## config.mk

```make
export PLATFORM = sky130hd
export DESIGN_NAME = fifo_write_arbiter
export DESIGN_NICKNAME = d
export VERILOG_FILES = /design/src/rtl/uart_pkg.sv /design/src/rtl/rr_priority_picker.sv /design/src/rtl/fifo_write_arbiter.sv
export SDC_FILE = /design/constraint.sdc
export NUM_CORES = 1
export LEC_CHECK = 0
export BUFFER_PORTS_ARGS = -buffer_cell sky130_fd_sc_hd__buf_2
export CAP_MARGIN = 20
export CORE_ASPECT_RATIO = 1.75
export CORE_UTILIZATION = 47
export DETAILED_ROUTE_END_ITERATION = 12
export PLACE_DENSITY = 0.91
export SKIP_LAST_GASP = 1
export SYNTH_ARGS = -nofsm -noshare
export SYNTH_HDL_FRONTEND = slang
export SYNTH_SLANG_ARGS = --single-unit
export TNS_END_PERCENT = 30
```

## constraint.sdc

```tcl
create_clock -name clk -period 3.4 [get_ports clk]
set_input_delay 0.85 -clock clk [delete_from_list [all_inputs] [get_ports clk]]
set_output_delay 0.85 -clock clk [all_outputs]
set_load 0.02 [all_outputs]
```

## src/rtl/uart_pkg.sv

```systemverilog
// Shared definitions for the Fifo write-side arbiter.
// Contents:
//   state_e - 2-bit FSM encoding: IDLE / ISSUE / WAIT / DONE.
package uart_pkg;

  localparam logic [1:0] ENC_IDLE  = 2'd0;
  localparam logic [1:0] ENC_ISSUE = 2'd1;
  localparam logic [1:0] ENC_WAIT  = 2'd2;
  localparam logic [1:0] ENC_DONE  = 2'd3;

  typedef enum logic [1:0] {
    ST_IDLE  = ENC_IDLE,
    ST_ISSUE = ENC_ISSUE,
    ST_WAIT  = ENC_WAIT,
    ST_DONE  = ENC_DONE
  } state_e;

endpackage

```

## src/rtl/rr_priority_picker.sv

```systemverilog
// Combinational round-robin picker.
// Scans the request vector starting one above last_i, wrapping, and returns
// the first requester found.
// Ports:
//   req_i    in  NUM_PORTS  request vector
//   last_i   in  IDX_W      index granted most recently
//   valid_o  out 1          at least one request present
//   winner_o out IDX_W      selected index (0 when valid_o is low)
module rr_priority_picker #(
  parameter int NUM_PORTS = 2,
  parameter int IDX_W     = $clog2(NUM_PORTS)
) (
  input  logic [NUM_PORTS-1:0] req_i,
  input  logic [IDX_W-1:0]     last_i,
  output logic                 valid_o,
  output logic [IDX_W-1:0]     winner_o
);

  logic [IDX_W-1:0] idx;

  always_comb begin
    valid_o  = 1'b0;
    winner_o = '0;
    idx      = last_i;
    for (int k = 0; k < NUM_PORTS; k++) begin
      // Wrap by explicit compare so non-power-of-2 port counts never
      // visit an index that does not exist.
      if (idx == IDX_W'(NUM_PORTS - 1)) begin
        idx = '0;
      end else begin
        idx = idx + IDX_W'(1);
      end
      if (req_i[idx] && !valid_o) begin
        valid_o  = 1'b1;
        winner_o = idx;
      end
    end
  end

endmodule

```

## src/rtl/fifo_write_arbiter.sv

```systemverilog
// Shares the single write port of a Fifo between NUM_PORTS producers.
// Round-robin, one word per grant; drives the Fifo writeReq/writeAck/full
// handshake. All outputs come straight from registers.
// Ports:
//   clk, rst      clock; synchronous active-high reset
//   clientReq     per-producer request level, held with data until ack
//   clientData    flattened producer words, port i at [i*DW +: DW]
//   clientAck     one-cycle pulse when port i's word was written
//   busy          high whenever the FSM is not idle
//   fifoFull      Fifo full flag
//   fifoWriteReq  one-cycle write pulse to the Fifo
//   fifoWriteAck  Fifo write acknowledge (low = rejected because full)
//   fifoDataIn    word presented to the Fifo
module fifo_write_arbiter
  import uart_pkg::*;
#(
  parameter int NUM_PORTS  = 2,
  parameter int DATA_WIDTH = 16
) (
  input  logic                            clk,
  input  logic                            rst,
  input  logic [NUM_PORTS-1:0]            clientReq,
  input  logic [NUM_PORTS*DATA_WIDTH-1:0] clientData,
  output logic [NUM_PORTS-1:0]            clientAck,
  output logic                            busy,
  input  logic                            fifoFull,
  output logic                            fifoWriteReq,
  input  logic                            fifoWriteAck,
  output logic [DATA_WIDTH-1:0]           fifoDataIn
);

  localparam int IDX_W = $clog2(NUM_PORTS);

  state_e                  state_q, state_d;
  logic [IDX_W-1:0]        winner_q, winner_d;
  logic [IDX_W-1:0]        last_grant_q, last_grant_d;
  logic [NUM_PORTS-1:0]    ack_q, ack_d;
  logic                    wr_req_q, wr_req_d;
  logic [DATA_WIDTH-1:0]   data_q, data_d;

  logic                    pick_valid;
  logic [IDX_W-1:0]        pick_winner;

  rr_priority_picker #(
    .NUM_PORTS (NUM_PORTS),
    .IDX_W     (IDX_W)
  ) u_picker (
    .req_i    (clientReq),
    .last_i   (last_grant_q),
    .valid_o  (pick_valid),
    .winner_o (pick_winner)
  );

  always_ff @(posedge clk) begin
    if (rst) begin
      state_q      <= ST_IDLE;
      winner_q     <= '0;
      // Reset to the top index so port 0 is first in line.
      last_grant_q <= IDX_W'(NUM_PORTS - 1);
      ack_q        <= '0;
      wr_req_q     <= 1'b0;
      data_q       <= '0;
    end else begin
      state_q      <= state_d;
      winner_q     <= winner_d;
      last_grant_q <= last_grant_d;
      ack_q        <= ack_d;
      wr_req_q     <= wr_req_d;
      data_q       <= data_d;
    end
  end

  always_comb begin
    state_d      = state_q;
    winner_d     = winner_q;
    last_grant_d = last_grant_q;
    ack_d        = '0;
    wr_req_d     = 1'b0;
    data_d       = data_q;
    unique case (state_q)
      ST_IDLE: begin
        if (pick_valid && !fifoFull) begin
          winner_d = pick_winner;
          // Data is captured here only; producer changes afterwards are
          // ignored for this word.
          data_d   = clientData[pick_winner*DATA_WIDTH +: DATA_WIDTH];
          wr_req_d = 1'b1;
          state_d  = ST_ISSUE;
        end
      end
      ST_ISSUE: begin
        // Fifo samples the pulse this cycle; dropping it keeps the request
        // from ever being high two cycles running.
        state_d = ST_WAIT;
      end
      ST_WAIT: begin
        if (fifoWriteAck) begin
          ack_d[winner_q] = 1'b1;
          last_grant_d    = winner_q;
          state_d         = ST_DONE;
        end else begin
          // Rejected (Fifo filled at issue): retry without moving priority.
          state_d = ST_IDLE;
        end
      end
      ST_DONE: begin
        // Ack is visible now; skip arbitration so the producer can drop
        // or renew its request before being considered again.
        state_d = ST_IDLE;
      end
      default: state_d = ST_IDLE;
    endcase
  end

  assign clientAck    = ack_q;
  assign fifoWriteReq = wr_req_q;
  assign fifoDataIn   = data_q;
  assign busy         = (state_q != ST_IDLE);

endmodule

```

# Word level (Yosys, flattened, before mapping)
# Index checks and enable logic that the tools add are counted.
[word_totals] reg_bits=23 latchBits=0 mem_bits_rw=0 mem_bits_ro=0 input_bits=38 output_inout_bits=20 wordCells=47 n_memories=0
[op_classes] n_addsub=2 multipliers=0 div_mod_pow=0 magnitude_cmp=4 eq_ne=4 shift=1 muxes=16 bitwise_logic=3 reduce_logical=11
[op_table] operator="32-bit by 6-bit variable part select with 16-bit output" count=1
[op_table] operator="1-bit two-way mux" count=12
[op_table] operator="2-bit one-hot mux with 4 select lines" count=1
[op_table] operator="1-bit by 2-bit < comparator with 1-bit output, second input constant" count=3
[op_table] operator="2-bit equality test, second input constant" count=2
[op_table] operator="2-bit two-way mux" count=2
[op_table] operator="2-bit AND reduction" count=2
[op_table] operator="1-bit logical AND" count=3
[op_table] operator="1-bit NOT" count=3
[op_table] operator="3-bit OR reduction" count=1
[op_table] operator="1-bit adder, second input constant" count=2
[op_table] operator="2-bit by 1-bit equality test with 1-bit output, second input constant" count=1
[op_table] operator="1-bit logical NOT" count=2
[op_table] operator="2-bit logical NOT" count=1
[op_table] operator="2-bit inequality test, second input constant" count=1
[op_table] operator="2-bit nonzero test" count=1
[op_table] operator="2-bit OR reduction" count=1
[op_table] operator="1-bit demux with 1-bit select" count=1
[op_table] operator="1-bit >= comparator, second input constant" count=1

# Depth between registers and ports, before layout
# Gate-level depths: netlist of the first run.
[logic_depth] word_depth=11 mapped_depth=5 ltp_nobuf=3

# By module
# From an unflattened synthesis of the first run, not the netlist that was laid out.
[hier_totals] cells_unflattened=95 hier_area_um2=1038.5
[modules_own_cells] module="fifo_write_arbiter" instances=1 cells_each=93 area_per_inst_um2=1024.7 seq_area_each_um2=460.4
[modules_own_cells] module="rr_priority_picker" instances=1 cells_each=2 area_per_inst_um2=13.8 seq_area_each_um2=0.0

# Worst setup path before layout of the first run
# No wires, ideal clock.
[synth_timing] path_kind="input port to flip-flop" from="input fifoFull" to="register data_q[11], in the netlist fifoDataIn[11]" setup_ps=133 t_arrival_ps=1699 slack_ps=1567 cell_stages=5 cell_sequence="or3_1 -> buf_2 -> buf_6 -> nor4_1 -> nor4_1"
[synth_via] elab_chain_cells=3
[synth_rtl] item="from (decl)" line_no="fifo_write_arbiter.sv:26" text="input logic fifoFull,"
[synth_rtl] item="1-bit logical NOT" line_no="fifo_write_arbiter.sv:82" text="if (pick_valid && !fifoFull) begin"
[synth_rtl] item="1-bit logical AND" line_no="fifo_write_arbiter.sv:82"
[synth_rtl] item="2-bit AND reduction (no line)"
[synth_rtl] item="to (signal assigned)" line_no="fifo_write_arbiter.sv:69" text="data_q <= data_d;"
[synth_rtl] item="to (decl)" line_no="fifo_write_arbiter.sv:39" text="logic [DATA_WIDTH-1:0] data_q, data_d;"
# No other way between the ends.
# A chain may end at the register's enable or synchronous reset.

# Final worst setup path of the first run
[layout_timing] from="register state_q[1]" to="output busy"
[layout_via] elab_chain_cells=1
[layout_rtl] item="from (decl)" line_no="fifo_write_arbiter.sv:34" text="state_e state_q, state_d;"
[layout_rtl] item="from (signal assigned)" line_no="fifo_write_arbiter.sv:64" text="state_q <= state_d;"
[layout_rtl] item="2-bit nonzero test" line_no="fifo_write_arbiter.sv:118" text="assign busy = (state_q != ST_IDLE);"
[layout_rtl] item="to (decl)" line_no="fifo_write_arbiter.sv:25" text="output logic busy,"
# No other way between the ends.

==> out/results.txt, run 1 <==
dpl cell area = 1340 sq um
vias in the first global route = 1056
EDFF count, synth = 0
CTS clk-pin slew, worst paths = 0.13 ns
clock insertion delay at the later pin of the skew report = 0.31 ns
Worst R2R Start = state_q[1]
sequential-to-total area share from yosys stat = 42.1%
cell taking the most area after synthesis = dfxtp_1
WL final = 2930 um
Final Power = 0.590 mW
share of the synthesized area in the top cell type = 42.1%
Max Clk Rate = 0.506 GHz
Die X = 38.5 um
asr flop ratio synth = 0%
Pleak = 0.572 nW
Hold Vio Cnt, Final = 0
maximum vdd ir drop = 267 uV
Syn Inst Count = 121
final std cells w/o fill = 194
mux cell area share after synthesis = 0%
Synth Net Count = 159
Yosys reg bits = 23
status = completed
Synth-to-Final Area Change = 27.0%
min Tclk post-route = 1.98 ns
initial antenna violation count = 0
Clock Skew = 0.0105 ns
critical setup path kind = flip-flop to primary output
drt first-iter violations = 55
total number of vias = 1140
count leader, synth = dfxtp_1
first-pass GRT wire length = 4370 um
Initial Utilization = 51.0%
layout net count = 209
Worst Setup SP = state_q[1]
DP HPWL = 1980 um
routed length per placed instance = 15.1 um
Post-Synth XOR/XNOR Area = 0%
DRC viols = 0
cell area after layout = 1390 sq um
hold_buf cts = 0
Die Ht = 65.8 um
Tcrit/Tclk final = 58.1%
Initial DRT Pass Iterations = 4
Routed Antenna Nets = 0
core area = 2150 sq um
FP Rows = 22
post-synthesis simple-gate area fraction = 37.5%
total track usage = 23.9%
syn avg cell area = 9.05 sq um
# IOs = 58
Via density = 5.88
critical hold path startpoint = last_grant_q
total of max-cap violations = 0
Ys Warns = 0
library cells used by synthesis = 26
Slew Viols, Final = 0
Compound-Gate Fraction of Synth Area = 12.3%
placed cells = 189
top post-synthesis cells by count = 23 x dfxtp_1, 20 x nor4_1, 19 x a21oi_1
Mapped Area = 1090 sq um
CTS tree = done
port buffer count = 57
final setup fails = 0
RSZ-0062 raised after global routing = no
Setup Fix Bufs, Post-CTS = 0
crit path launch type = flip-flop
Synth area leaders = dfxtp_1 42%, nor4_1 11%, nor4_2 11%, a21oi_1 8.7%, nor3_1 7.3%
Min Hold Slack = 0.510 ns
ant diodes = 0
Pwr Density = 424 nW/um^2
CP Data Arrival Time = 1.13 ns
Crit. End Element = primary output
die area = 2530 sq um
Resize count post-CTS = 0
Hold Crit Class = flip-flop to flip-flop
CTS H-Tree Depth = 1
maximum buffer depth of the clock tree = 2
Post-synth top flop = dfxtp_1
Overflow after GRT = 0
Synth Area in Adders = 0%
CTS Root Cell = clkbuf_4
largest family of logic cells by synthesized area = simple AND/OR/NAND/NOR gates
CTS buffer count = 3
clk sink count = 23
worst endpoint required time = 2.55 ns
setup TNS = 0 ns
largest net degree at the start of global routing = 33
Max FO, Critical Path = 5
max_slew headroom = 39.2%
Worst Max-Slew Pin Slew = 0.912 ns
GP Congestion = 0.684
layout cell share with drive strength beyond 1 = 43.5%
==> flip-flops by register name (all words and copies together), names as in the netlist <==
name	flops
fifoDataIn	16
state_q	2
last_grant_q	1
winner_q	1
fifoWriteReq	1
clientAck	2
==> layout by cell type (no fill, tap or decap) <==
master    synthesis  final
a211o_1           1      1
a211oi_1          1      1
a21bo_1           1      1
a21oi_1          19     19
buf_16            0      1
buf_2             8     57
buf_4             1      1
clkbuf_1          3      1
clkbuf_4          0      3
clkinv_1          1      1
dfxtp_1          23     23
inv_1             1      1
nand2_1           1      1
nand2b_1          1      1
nand3b_1          1      1
nor2_1            2      2
nor2b_1           1      1
nor3_1           16     16
nor3_4            1      1
nor3b_1           1      1
nor4_1           20     20
nor4_2           10     10
o21ai_1           1      1
o32ai_1           1      1
or2_0             2      2
or2_2             1      1
or3_1             1      1
==> power by group <==
| group | internal, mW | switching, mW |
|---|---|---|
| clock network | 0.0458 | 0.0800 |
| registers | 0.292 | 0.0133 |
| logic | 0.0642 | 0.0951 |
==> final cells by class <==
class                   instances  area, sq um
flip-flops and latches         23          460
well taps                      24         30.0
inverters                       2         7.51
multi-input cells              82          546
repair buffers                 59          320
fillers                       176          757
clock buffers                   4         26.3
==> routing by layer <==
metal	share of wire, %	GRT usage [%]	wire length, um
met4	1.8	10.8	53
met1	37	26.1	1080
met5	0	0	0
met2	56	42.5	1630
met3	5.8	3.70	169
==> cells by family (layout without fill, tap and decap cells) <==
| logic type | count (synthesis) | after routing |
|---|---|---|
| AO/OA/AOI/OAI | 24 | 24 |
| buffers and inverters | 16 | 65 |
| flip-flops | 23 | 23 |
| AND/OR/NAND/NOR | 58 | 58 |
==> stage by stage <==
step                      setup WS [ns]  utilization, %
final                              1.42            64.7
after global routing               1.30            64.7
after CTS                          1.28            63.5
after detailed placement          0.950            62.2
after global placement             1.09            62.2
after floorplan                    1.57               -
==> critical path, stage by stage, from the launching register on <==
cell and delay [ns]:
dfxtp_1 0.37, or2_2 0.30, buf_2 0.16
==> worst paths after layout <==
check	end	slack (ns)	cells past startpoint
setup reg to reg	fifoDataIn[12]	1.77	4
hold / removal	last_grant_q	0.51	1
setup / recovery	busy	1.42	2
hold reg to reg	last_grant_q	0.51	1
No activity file was read; power rests on OpenSTA's default activity.
==> run 2: changes to the inputs <==
- CORE_UTILIZATION: 47 -> 39
- PLACE_DENSITY: 0.91 -> 0.82
- clock period: 3.4 -> 1.8 ns (I/O delays scaled with it)
==> run 2 against run 1 <==
Design area grew 3.1%; combinational power grew 88%; worst setup slack worse by 1.1 ns; sequential power rose by 88%; register-to-register slack worse by 1.4 ns; count of clock-buffer cells in the layout unchanged.
==> out/results.txt, run 2 (same netlist as run 1, synthesis figures left out) <==
Overflow after GRT = 0
final std cells w/o fill = 202
CP Data Arrival Time = 1.07 ns
Clock Skew = 0.00653 ns
layout cell share with drive strength beyond 1 = 45.7%
die area = 3030 sq um
initial antenna violation count = 0
Slowest-stage cell, CP = dfxtp_1
clock insertion delay at the later pin of the skew report = 0.26 ns
worst endpoint required time = 1.35 ns
FP Rows = 25
core area = 2690 sq um
maximum vdd ir drop = 439 uV
Final Power = 1.19 mW
worst setup margin = 0.277 ns
worst reg-to-reg path cell count = 4
Pwr Density = 830 nW/um^2
Worst Max-Slew Pin Slew = 0.410 ns
Min Hold Slack = 0.497 ns
max reg flops = 16
slowest stage delay, CP = 0.36 ns
reg-to-reg setup timing slack = 0.36 ns
Via density = 5.72
total of max-cap violations = 0
largest net degree at the start of global routing = 24
Hold Path Cell Cnt = 1
hold_buf cts = 0
placed cells = 198
RSZ-0062 raised after global routing = no
WL final = 2810 um
ant diodes = 0
vias in the first global route = 1064
Slew Viols, Final = 0
DRC viols = 0
Worst R2R Start = state_q[1]
R2R Path End = fifoDataIn[4]
CTS Root Cell = clkbuf_8
Die Ht = 72.1 um
CTS H-Tree Depth = 1
maximum buffer depth of the clock tree = 2
total number of vias = 1155
Setup Fix Bufs, Post-CTS = 0
Tcrit/Tclk final = 84.6%
Routed Antenna Nets = 0
Hold Crit Class = flip-flop to flip-flop
critical hold path startpoint = winner_q
crit path launch type = flip-flop
layout net count = 214
Max FO, Critical Path = 5
Initial Utilization = 40.7%
max_slew headroom = 72.7%
worst-path cell chain = or2_2, buf_2
setup TNS = 0 ns
port buffer count = 57
drt first-iter violations = 34
Resize count post-CTS = 0
most frequent cells in the layout = 57 x buf_2, 23 x dfxtp_1, 20 x nor4_1
Synth-to-Final Area Change = 30.9%
CTS buffer count = 3
DP HPWL = 2030 um
status = completed
Die X = 42.1 um
filler cell count = 255
DP Worst Slack = 0.215 ns
post-route core utilization = 53.3%
# IOs = 58
hold endpoint = clientAck[0]
critical setup path kind = flip-flop to primary output
Initial DRT Pass Iterations = 4
cell area after layout = 1430 sq um
commonest non-fill, non-tap cell in the layout = buf_2
Hold Vio Cnt, Final = 0
Crit. End Element = primary output
routed length per placed instance = 13.9 um
Pleak = 0.596 nW
CTS tree = done
first-pass GRT wire length = 4430 um
CTS clk-pin slew, worst paths = 0.07 ns
dpl cell area = 1390 sq um
clk sink count = 23
total track usage = 18.5%
final setup fails = 0
GP Congestion = 0.867
min Tclk post-route = 1.52 ns
Max Clk Rate = 0.656 GHz
==> run 2: worst max-delay path, delay by kind of cell, from the launching register on <==
family | cells | cell delay [ns]
AND/OR/NAND/NOR | 1 | 0.30
flip-flops | 1 | 0.36
buffers and inverters | 1 | 0.16
==> run 2: how the worst max path moves through the flow <==
stage	startpoint	end	slack [ns]	cells after the start
after floorplan	fifoFull	fifoDataIn[11]	0.37	5
after global placement	fifoFull	fifoDataIn[1]	0.24	5
after detailed placement	fifoFull	fifoDataIn[4]	0.21	5
after CTS	state_q[1]	busy	0.27	2
after global routing	state_q[1]	busy	0.23	2
final	state_q[1]	busy	0.28	2
==> run 2: where the power goes <==
part | leakage [nW] | total (mW) | internal, mW | switching, mW
Sequential | 0.189 | 0.574 | 0.551 | 0.0237
Combinational | 0.384 | 0.299 | 0.123 | 0.177
Clock | 0.0228 | 0.315 | 0.158 | 0.158
==> run 2: cell type report <==
cell class	count	area (sq um)	share of cell area, %
Timing Repair Buffer	64	338	23.6
Inverter	2	7.51	0.524
Sequential cell	23	460	32.1
Multi-Input combinational cell	82	548	38.3
Clock buffer	4	45.0	3.14
Tap cell	27	33.8	2.36
==> run 2: routing by layer <==
metal	track usage [%]	share of wire, %	vias to the layer above	wire length [um]
met5	0	0	-	0
met4	11.5	3.0	0	83
met3	1.49	4.8	8	134
met2	33.9	55	48	1540
met1	20.2	38	532	1060
li1	-	-	567	-
